$ cat src/rtl/ctrl_pkg.sv
// Shared constants for the multicycle MIPS-subset main control unit:
// opcodes, the 4-bit state encoding, the alu_op / alu_src_b / pc_src codes
// and the packed bundle of datapath control signals.
package ctrl_pkg;

    localparam logic [5:0] OP_RTYPE = 6'b000000;
    localparam logic [5:0] OP_LW    = 6'b100011;
    localparam logic [5:0] OP_SW    = 6'b101011;
    localparam logic [5:0] OP_BEQ   = 6'b000100;
    localparam logic [5:0] OP_J     = 6'b000010;
    localparam logic [5:0] OP_ADDI  = 6'b001000;

    typedef enum logic [3:0] {
        S_FETCH  = 4'd0,
        S_DECODE = 4'd1,
        S_MEMADR = 4'd2,
        S_MEMRD  = 4'd3,
        S_MEMWB  = 4'd4,
        S_MEMWR  = 4'd5,
        S_EXEC   = 4'd6,
        S_ALUWB  = 4'd7,
        S_BRANCH = 4'd8,
        S_JUMP   = 4'd9,
        S_ADDIEX = 4'd10,
        S_ADDIWB = 4'd11
    } state_t;

    localparam logic [1:0] ALU_OP_ADD   = 2'b00;
    localparam logic [1:0] ALU_OP_SUB   = 2'b01;
    localparam logic [1:0] ALU_OP_FUNCT = 2'b10;

    localparam logic [1:0] ALU_B_REG     = 2'b00;
    localparam logic [1:0] ALU_B_FOUR    = 2'b01;
    localparam logic [1:0] ALU_B_IMM     = 2'b10;
    localparam logic [1:0] ALU_B_IMM_SH2 = 2'b11;

    localparam logic [1:0] PC_SRC_ALU    = 2'b00;
    localparam logic [1:0] PC_SRC_ALUOUT = 2'b01;
    localparam logic [1:0] PC_SRC_JUMP   = 2'b10;

    typedef struct packed {
        logic       pc_write;
        logic       pc_write_cond;
        logic [1:0] pc_src;
        logic       i_or_d;
        logic       mem_read;
        logic       mem_write;
        logic       ir_write;
        logic       mem_to_reg;
        logic       reg_dst;
        logic       reg_write;
        logic       alu_src_a;
        logic [1:0] alu_src_b;
        logic [1:0] alu_op;
    } ctrl_t;

    function automatic logic is_supported(input logic [5:0] op);
        return (op == OP_RTYPE) || (op == OP_LW) || (op == OP_SW) ||
               (op == OP_BEQ)   || (op == OP_J)  || (op == OP_ADDI);
    endfunction

endpackage

$ cat src/rtl/ctrl_out_dec.sv
// Combinational decode of the control-FSM state into datapath controls.
// Ports:
//   i_state     - current FSM state code (raw 4 bits; unused codes decode to all-zero)
//   i_mem_ready - memory handshake; only gates the FETCH-cycle IR/PC loads
//   o_ctrl      - bundle of every datapath mux select and write enable
module ctrl_out_dec
    import ctrl_pkg::*;
(
    input  logic [3:0] i_state,
    input  logic       i_mem_ready,
    output ctrl_t      o_ctrl
);

    always_comb begin
        o_ctrl = '0;
        case (i_state)
            S_FETCH: begin
                o_ctrl.mem_read  = 1'b1;
                o_ctrl.alu_src_b = ALU_B_FOUR;
                o_ctrl.alu_op    = ALU_OP_ADD;
                o_ctrl.pc_src    = PC_SRC_ALU;
                // PC+4 and the IR load commit only on the cycle the fetch completes
                o_ctrl.ir_write  = i_mem_ready;
                o_ctrl.pc_write  = i_mem_ready;
            end
            S_DECODE: begin
                // branch target precomputed into ALUOut ahead of BRANCH
                o_ctrl.alu_src_b = ALU_B_IMM_SH2;
                o_ctrl.alu_op    = ALU_OP_ADD;
            end
            S_MEMADR, S_ADDIEX: begin
                o_ctrl.alu_src_a = 1'b1;
                o_ctrl.alu_src_b = ALU_B_IMM;
                o_ctrl.alu_op    = ALU_OP_ADD;
            end
            S_MEMRD: begin
                o_ctrl.mem_read = 1'b1;
                o_ctrl.i_or_d   = 1'b1;
            end
            S_MEMWR: begin
                o_ctrl.mem_write = 1'b1;
                o_ctrl.i_or_d    = 1'b1;
            end
            S_MEMWB: begin
                o_ctrl.reg_write  = 1'b1;
                o_ctrl.mem_to_reg = 1'b1;
            end
            S_EXEC: begin
                o_ctrl.alu_src_a = 1'b1;
                o_ctrl.alu_src_b = ALU_B_REG;
                o_ctrl.alu_op    = ALU_OP_FUNCT;
            end
            S_ALUWB: begin
                o_ctrl.reg_write = 1'b1;
                o_ctrl.reg_dst   = 1'b1;
            end
            S_ADDIWB: begin
                o_ctrl.reg_write = 1'b1;
            end
            S_BRANCH: begin
                o_ctrl.alu_src_a     = 1'b1;
                o_ctrl.alu_src_b     = ALU_B_REG;
                o_ctrl.alu_op        = ALU_OP_SUB;
                o_ctrl.pc_write_cond = 1'b1;
                o_ctrl.pc_src        = PC_SRC_ALUOUT;
            end
            S_JUMP: begin
                o_ctrl.pc_write = 1'b1;
                o_ctrl.pc_src   = PC_SRC_JUMP;
            end
            default: o_ctrl = '0;
        endcase
    end

endmodule

$ cat src/rtl/main_ctrl_fsm.sv
// Multicycle main control unit (Moore FSM) for the MIPS-subset datapath.
//
// state  | meaning
// -------+-----------------------------------------------
// FETCH  | read instruction at PC, PC+4, wait mem_ready
// DECODE | dispatch on opcode, precompute branch target
// MEMADR | compute load/store address
// MEMRD  | data read, wait mem_ready
// MEMWB  | write MDR to rt
// MEMWR  | data write, wait mem_ready
// EXEC   | R-type ALU operation
// ALUWB  | write ALUOut to rd
// BRANCH | beq compare and conditional PC load
// JUMP   | PC <= jump target
// ADDIEX | addi ALU operation
// ADDIWB | write ALUOut to rt
//
// Ports:
//   i_clk, i_rst (sync, active-high), i_opcode (instr[31:26]), i_mem_ready
//   o_* datapath controls, o_alu_op to the ALU control decoder,
//   o_illegal_op pulse in DECODE on unsupported opcode, o_state for debug.
//   Every output reads 0 while i_rst is high.
module main_ctrl_fsm
    import ctrl_pkg::*;
(
    input  logic       i_clk,
    input  logic       i_rst,
    input  logic [5:0] i_opcode,
    input  logic       i_mem_ready,
    output logic       o_pc_write,
    output logic       o_pc_write_cond,
    output logic [1:0] o_pc_src,
    output logic       o_i_or_d,
    output logic       o_mem_read,
    output logic       o_mem_write,
    output logic       o_ir_write,
    output logic       o_mem_to_reg,
    output logic       o_reg_dst,
    output logic       o_reg_write,
    output logic       o_alu_src_a,
    output logic [1:0] o_alu_src_b,
    output logic [1:0] o_alu_op,
    output logic       o_illegal_op,
    output logic [3:0] o_state
);

    state_t r_state;
    ctrl_t  w_dec;
    ctrl_t  w_ctrl;
    logic   w_illegal;

    always_ff @(posedge i_clk) begin
        if (i_rst) begin
            r_state <= S_FETCH;
        end else begin
            case (r_state)
                S_FETCH:  if (i_mem_ready) r_state <= S_DECODE;
                S_DECODE: begin
                    case (i_opcode)
                        OP_LW, OP_SW: r_state <= S_MEMADR;
                        OP_RTYPE:     r_state <= S_EXEC;
                        OP_BEQ:       r_state <= S_BRANCH;
                        OP_J:         r_state <= S_JUMP;
                        OP_ADDI:      r_state <= S_ADDIEX;
                        default:      r_state <= S_FETCH;
                    endcase
                end
                S_MEMADR: begin
                    if (i_opcode == OP_SW)      r_state <= S_MEMWR;
                    else if (i_opcode == OP_LW) r_state <= S_MEMRD;
                    else                        r_state <= S_FETCH;
                end
                S_MEMRD:  if (i_mem_ready) r_state <= S_MEMWB;
                S_MEMWR:  if (i_mem_ready) r_state <= S_FETCH;
                S_EXEC:   r_state <= S_ALUWB;
                S_ADDIEX: r_state <= S_ADDIWB;
                default:  r_state <= S_FETCH;
            endcase
        end
    end

    ctrl_out_dec u_dec (
        .i_state     (r_state),
        .i_mem_ready (i_mem_ready),
        .o_ctrl      (w_dec)
    );

    // Reset blanks the outputs immediately so an in-flight write cannot complete.
    assign w_ctrl    = i_rst ? '0 : w_dec;
    assign w_illegal = !i_rst && (r_state == S_DECODE) && !is_supported(i_opcode);

    assign o_pc_write      = w_ctrl.pc_write;
    assign o_pc_write_cond = w_ctrl.pc_write_cond;
    assign o_pc_src        = w_ctrl.pc_src;
    assign o_i_or_d        = w_ctrl.i_or_d;
    assign o_mem_read      = w_ctrl.mem_read;
    assign o_mem_write     = w_ctrl.mem_write;
    assign o_ir_write      = w_ctrl.ir_write;
    assign o_mem_to_reg    = w_ctrl.mem_to_reg;
    assign o_reg_dst       = w_ctrl.reg_dst;
    assign o_reg_write     = w_ctrl.reg_write;
    assign o_alu_src_a     = w_ctrl.alu_src_a;
    assign o_alu_src_b     = w_ctrl.alu_src_b;
    assign o_alu_op        = w_ctrl.alu_op;
    assign o_illegal_op    = w_illegal;
    assign o_state         = i_rst ? 4'd0 : r_state;

endmodule

$ cat config.mk
export PLATFORM = sky130hd
export DESIGN_NAME = main_ctrl_fsm
export DESIGN_NICKNAME = d
export VERILOG_FILES = /design/src/rtl/ctrl_pkg.sv /design/src/rtl/ctrl_out_dec.sv /design/src/rtl/main_ctrl_fsm.sv
export SDC_FILE = /design/constraint.sdc
export NUM_CORES = 1
export LEC_CHECK = 0
export CELL_PAD_IN_SITES_DETAIL_PLACEMENT = 2
export CELL_PAD_IN_SITES_GLOBAL_PLACEMENT = 2
export CORE_MARGIN = 3
export CORE_UTILIZATION = 20
export CTS_CLUSTER_DIAMETER = 50
export CTS_CLUSTER_SIZE = 10
export DETAILED_ROUTE_END_ITERATION = 8
export GPL_TIMING_DRIVEN = 0
export PLACE_DENSITY = 0.79
export SLEW_MARGIN = 10
export SYNTH_ARGS = -nofsm -noshare
export SYNTH_HDL_FRONTEND = slang
export SYNTH_SLANG_ARGS = --single-unit
$ cat constraint.sdc
create_clock -name i_clk -period 2.6 [get_ports i_clk]
set_input_delay 0.26 -clock i_clk [delete_from_list [all_inputs] [get_ports i_clk]]
set_output_delay 0.26 -clock i_clk [all_outputs]
set_load 0.01 [all_outputs]
Yosys cells after proc, flatten, opt, wreduce, memory -nomap -nowiden
Cells that the tools add are included.
Widths: inputs -> output; s select.
- input bits: 9
- word-level logic and storage cells: 59
- bits in registers: 4
- output and inout port bits: 21
- reduce and logical (&&, ||, !) cells: 18
- equality and inequality tests: 19
- muxes and demuxes: 21
- operator list (kind ; count):
    $pmux 4 s5 ; 2
    $pmux 4 s7 ; 1
    $eq 4x3->1 const B ; 4
    $eq 4x4->1 const B ; 4
    $mux 16 ; 1
    $mux 4 ; 4
    $eq 6x6->1 const B ; 2
    $mux 1 ; 9
    $eq 4x2->1 const B ; 2
    $reduce_or 2->1 ; 4
    $eq 6x2->1 const B ; 1
    $eq 6x3->1 const B ; 1
    $eq 6x4->1 const B ; 1
    $logic_not 6->1 ; 1
    $ne 2x2->1 const B ; 3
    $logic_or 1x1->1 ; 5
    $eq 4x1->1 const B ; 1
    $logic_not 4->1 ; 1
    $pmux 2 s2 ; 1
    $reduce_or 4->1 ; 1
    $mux 3 ; 1
    $reduce_and 3->1 ; 1
    $reduce_or 3->1 ; 1
    $logic_and 1x1->1 ; 2
    3 further kinds ; 4

Depth between registers and ports, before layout
- depth after elaboration: 8
- mapped depth: 6
- mapped depth without buffers: 4

By module
Synthesis repeated with hierarchy kept, for this count alone.
- cells, all modules: 109
- area total of the unflattened synthesis: 792.0 sq um
- modules (own cells, without submodules) (module ; cells an instance ; area each (sq um) ; instances):
    main_ctrl_fsm ; 77 ; 591.8 ; 1
    ctrl_out_dec ; 32 ; 200.2 ; 1

Least setup slack after synthesis
Ideal clock, no wire load.
- path kind: register to output
- from: register r_state[3]
- to: output port o_alu_src_a
- arrival time: 1320 ps
- stages on the path, launching flop included: 5
- path slack: 1020 ps
- required time: 2340 ps
- path buffers: 2
- cell sequence: dfxtp_1 > buf_2 > buf_2 > nor2_1 > a2111oi_0
- longest elaborated chain between the ends: 4
- elaborated cells between the ends (all ways): 7
- classes of those cells: eq/ne (4); mux (2); reduce/logical (1)
- ends and longest elaborated chain (element ; RTL line ; source):
    start, declared ; main_ctrl_fsm.sv:47 ; state_t r_state;
    start signal, assigned ; main_ctrl_fsm.sv:54 ; r_state <= S_FETCH;
    start signal, assigned ; main_ctrl_fsm.sv:57 ; S_FETCH: if (i_mem_ready) r_state <= S_DECODE;
    start signal, assigned ; main_ctrl_fsm.sv:60 ; OP_LW, OP_SW: r_state <= S_MEMADR;
    $eq 4x2->1 (tied with other cells) ; ctrl_out_dec.sv:16 ; case (i_state)
    $reduce_or 4->1 (no line) * ; n/a ;
    $mux 1 * ; ctrl_out_dec.sv:16 ;
    $mux 16 * ; main_ctrl_fsm.sv:89 ; assign w_ctrl = i_rst ? '0 : w_dec;
    end, declared ; main_ctrl_fsm.sv:40 ; output logic o_alu_src_a,
Every way passes the cells marked *; elsewhere a longest branch is shown, timed or not.

Worst setup path in the final report
- from: register r_state[0]
- to: output port o_illegal_op
- longest elaborated chain between the ends: 3
- ends and longest elaborated chain (element ; RTL line ; source):
    $eq 4x1->1 ; main_ctrl_fsm.sv:90 ; assign w_illegal = !i_rst && (r_state == S_DECODE) && !is_supported(i_opcode);
    $logic_and 1x1->1 (2 in series) ; main_ctrl_fsm.sv:90 ;
    end, declared ; main_ctrl_fsm.sv:43 ; output logic o_illegal_op,
Every way passes these cells.

==> out/metrics.yaml <==
status: "finished clean"
fmax_mhz: 431
ys_seq_elements: 4
netlist_top_cells_count: "11 x nor2_1, 9 x nor3_1, 6 x a21oi_1"
grt_usage_pct: 14.2
grt-ovfl-total: 0
synth.most_common_cell: "nor2_1"
nFillCells: 313
synth_area_um2: 568
holdPathStages: 3
final_area_um2: 915
dr.pass1.iters: 4
drive_gt1_share_pct: 10.9
ctsLongestPathBuffers: 2
clockPowerShare_pct: 31.6
finalPower_uw: 251
tightest_slew_ns: 0.462
drt_iter0_drc: 3
tritoncts: "built"
leakage_nw: 0.342
syn_nets: 97
crit_arrival_ns: 2.06
yosys.area.top_type_share_pct: 14.1
largest_reg_flops: 4
yosys.area.top_type: "dfxtp_1"
max_cap_viol_count: 0
synth_cell_types: 32
crit_fanout: 17
viasPerCell: 5.27
grt_max_degree: 11
drc: 0
rr_worst_depth: 5
vias: 785
p_sw_share_pct: 33.8
seqPwrFrac_pct: 25.9
fp.dieH_um: 59.3
finalNetCount: 130
top_register: "r_state"
coreArea_mm2: 0.00259
wl_per_cell_um: 15.6
antenna_found_initial: 0
peakVddDrop_mv: 0.188
power_density_mw_per_mm2: 274
postCtsSetupBuffers: 0
rsz0062_at_grt: "no"
holdWs_ns: 0.680
rows: 18
hold_violations: 0
relSlewSlack_pct: 69.2
grt_pass1_wl_mm: 3.84
cts_root_buf: "clkbuf_4"
syn2layout_area_growth_pct: 61.0
largestRegisters: "r_state (4)"
worstPathRequired_ns: 2.34
ios: 30
fin_worst_skew_ns: 0.00246
ys.flop_type: "dfxtp_1"
async_flop_share_pct: 0
ys_seq_area_share_pct: 14.1
syn_inst: 88
cts-resized-gates: 0
worstHoldPathType: "flop to flop"
comb_power_share_pct: 42.5
start_util_pct: 21.9
final_antenna_net_count: 0
avgSynthCellArea_um2: 6.46
hpwl_mm: 1.91
gp_congestion: 0.753
clock_sinks: 4
synth-edff-count: 0
endpoint_kind: "primary output"
clkTransAtPathRegs_ns: 0.04
netSwitchingPower_uw: 84.8
clock_latency_ns: 0.23
drv_slew: 0
grt_pass1_vias: 854
yosysWarnings: 0
port_buffers: 29
placed_cell_area_um2: 896
die_area_mm2: 0.00352
min_period_over_period_pct: 89.2
wl_mm: 2.33
htreeDepth: 1
postCtsHoldBufs: 0
numCtsBuffers: 3
die_w_um: 59.3
fin_crit_ns: 2.32
antenna_cells: 0
worstSetupPathType: "flop to primary output"
finalSetupViolCount: 0
synth_area_leaders: "dfxtp_1 14%, nor3_1 7.9%, nor2_1 7.3%"
tns_ns: 0
setup.worst_path.start_class: "flop"
intPower_uw: 166
-- stage by stage --
| stage | instances | setup slack (ns) | util [%] |
|---|---|---|---|
| after floorplan | 88 | 1.02 | - |
| after global placement | 147 | 0.318 | 34.6 |
| after detailed placement | 147 | 0.304 | 34.6 |
| after CTS | 150 | 0.130 | 35.5 |
| after global routing | 149 | 0.0673 | 35.3 |
| final | 149 | 0.281 | 35.3 |
-- cell usage in the layout (no fill, tap or decap) --
cell and n:
a2111oi_0 1, nor3b_1 1, clkbuf_1 1, o21a_1 1, o31a_1 1, nand2b_1 3
clkdlybuf4s50_1 29, inv_1 3, and3_1 2, buf_2 5, xor2_1 3, buf_6 1
nand3b_1 1, o21ai_1 1, or4b_1 1, clkbuf_4 3, o311ai_0 1, nand3_1 2
or3_1 3, or2_2 1, dfxtp_1 4, nor2b_1 3, nor2_1 11, o21ai_0 4
o21bai_1 2, or3b_2 1, nand2_1 5, o211ai_1 1, a32oi_1 2, buf_4 2
a21oi_1 6, nor3_1 9, nor4_1 2, o32ai_1 3
-- critical path, cell delays in order (launching register included) --
cell and delay [ns]:
dfxtp_1 0.30, buf_2 0.28, nor2b_1 0.27, o311ai_0 0.17, nor3b_1 0.22, clkdlybuf4s50_1 0.57
-- power groups by stage --
stage	Combinational [mW]	Clock (mW)	Sequential, mW
global route	0.118	0.0878	0.0656
CTS	0.110	0.0808	0.0650
global placement	0.106	0	0.0657
floorplan	0.0569	0	0.0656
detailed placement	0.109	0	0.0660
finish	0.107	0.0794	0.0649
-- cell type report --
class	instances	area, um2	share of cell area, %
Buffer	9	55.1	6.02
Clock buffer	3	22.5	2.46
Inverter	3	11.3	1.23
Multi-Input combinational cell	71	418	45.7
Sequential cell	4	80.1	8.76
Tap cell	30	37.5	4.10
Timing Repair Buffer	29	290	31.7
-- metal layers --
| layer | vias to the layer above | routed length (um) | GRT usage, % |
|---|---|---|---|
| met2 | 28 | 1210 | 26.8 |
| met5 | - | 0 | 0 |
| met4 | 0 | 10 | 4.21 |
| met1 | 373 | 968 | 15.6 |
| li1 | 382 | - | - |
| met3 | 2 | 138 | 2.83 |
-- final timing paths --
| path | start | slack, ns | to |
|---|---|---|---|
| min reg2reg | r_state[2] | 0.68 | r_state[2] |
| max | r_state[0] | 0.28 | o_illegal_op |
| max reg2reg | r_state[0] | 1.05 | r_state[2] |
| min | r_state[2] | 0.68 | r_state[2] |
-- kinds of logic after synthesis --
| group | Yosys count | synth area share, % |
|---|---|---|
| compound gates | 23 | 27.3 |
| xor+xnor | 3 | 4.63 |
| buf+inv | 13 | 12.3 |
| flops | 4 | 14.1 |
| simple gates | 45 | 41.6 |
(Power assumes the default switching activity.)
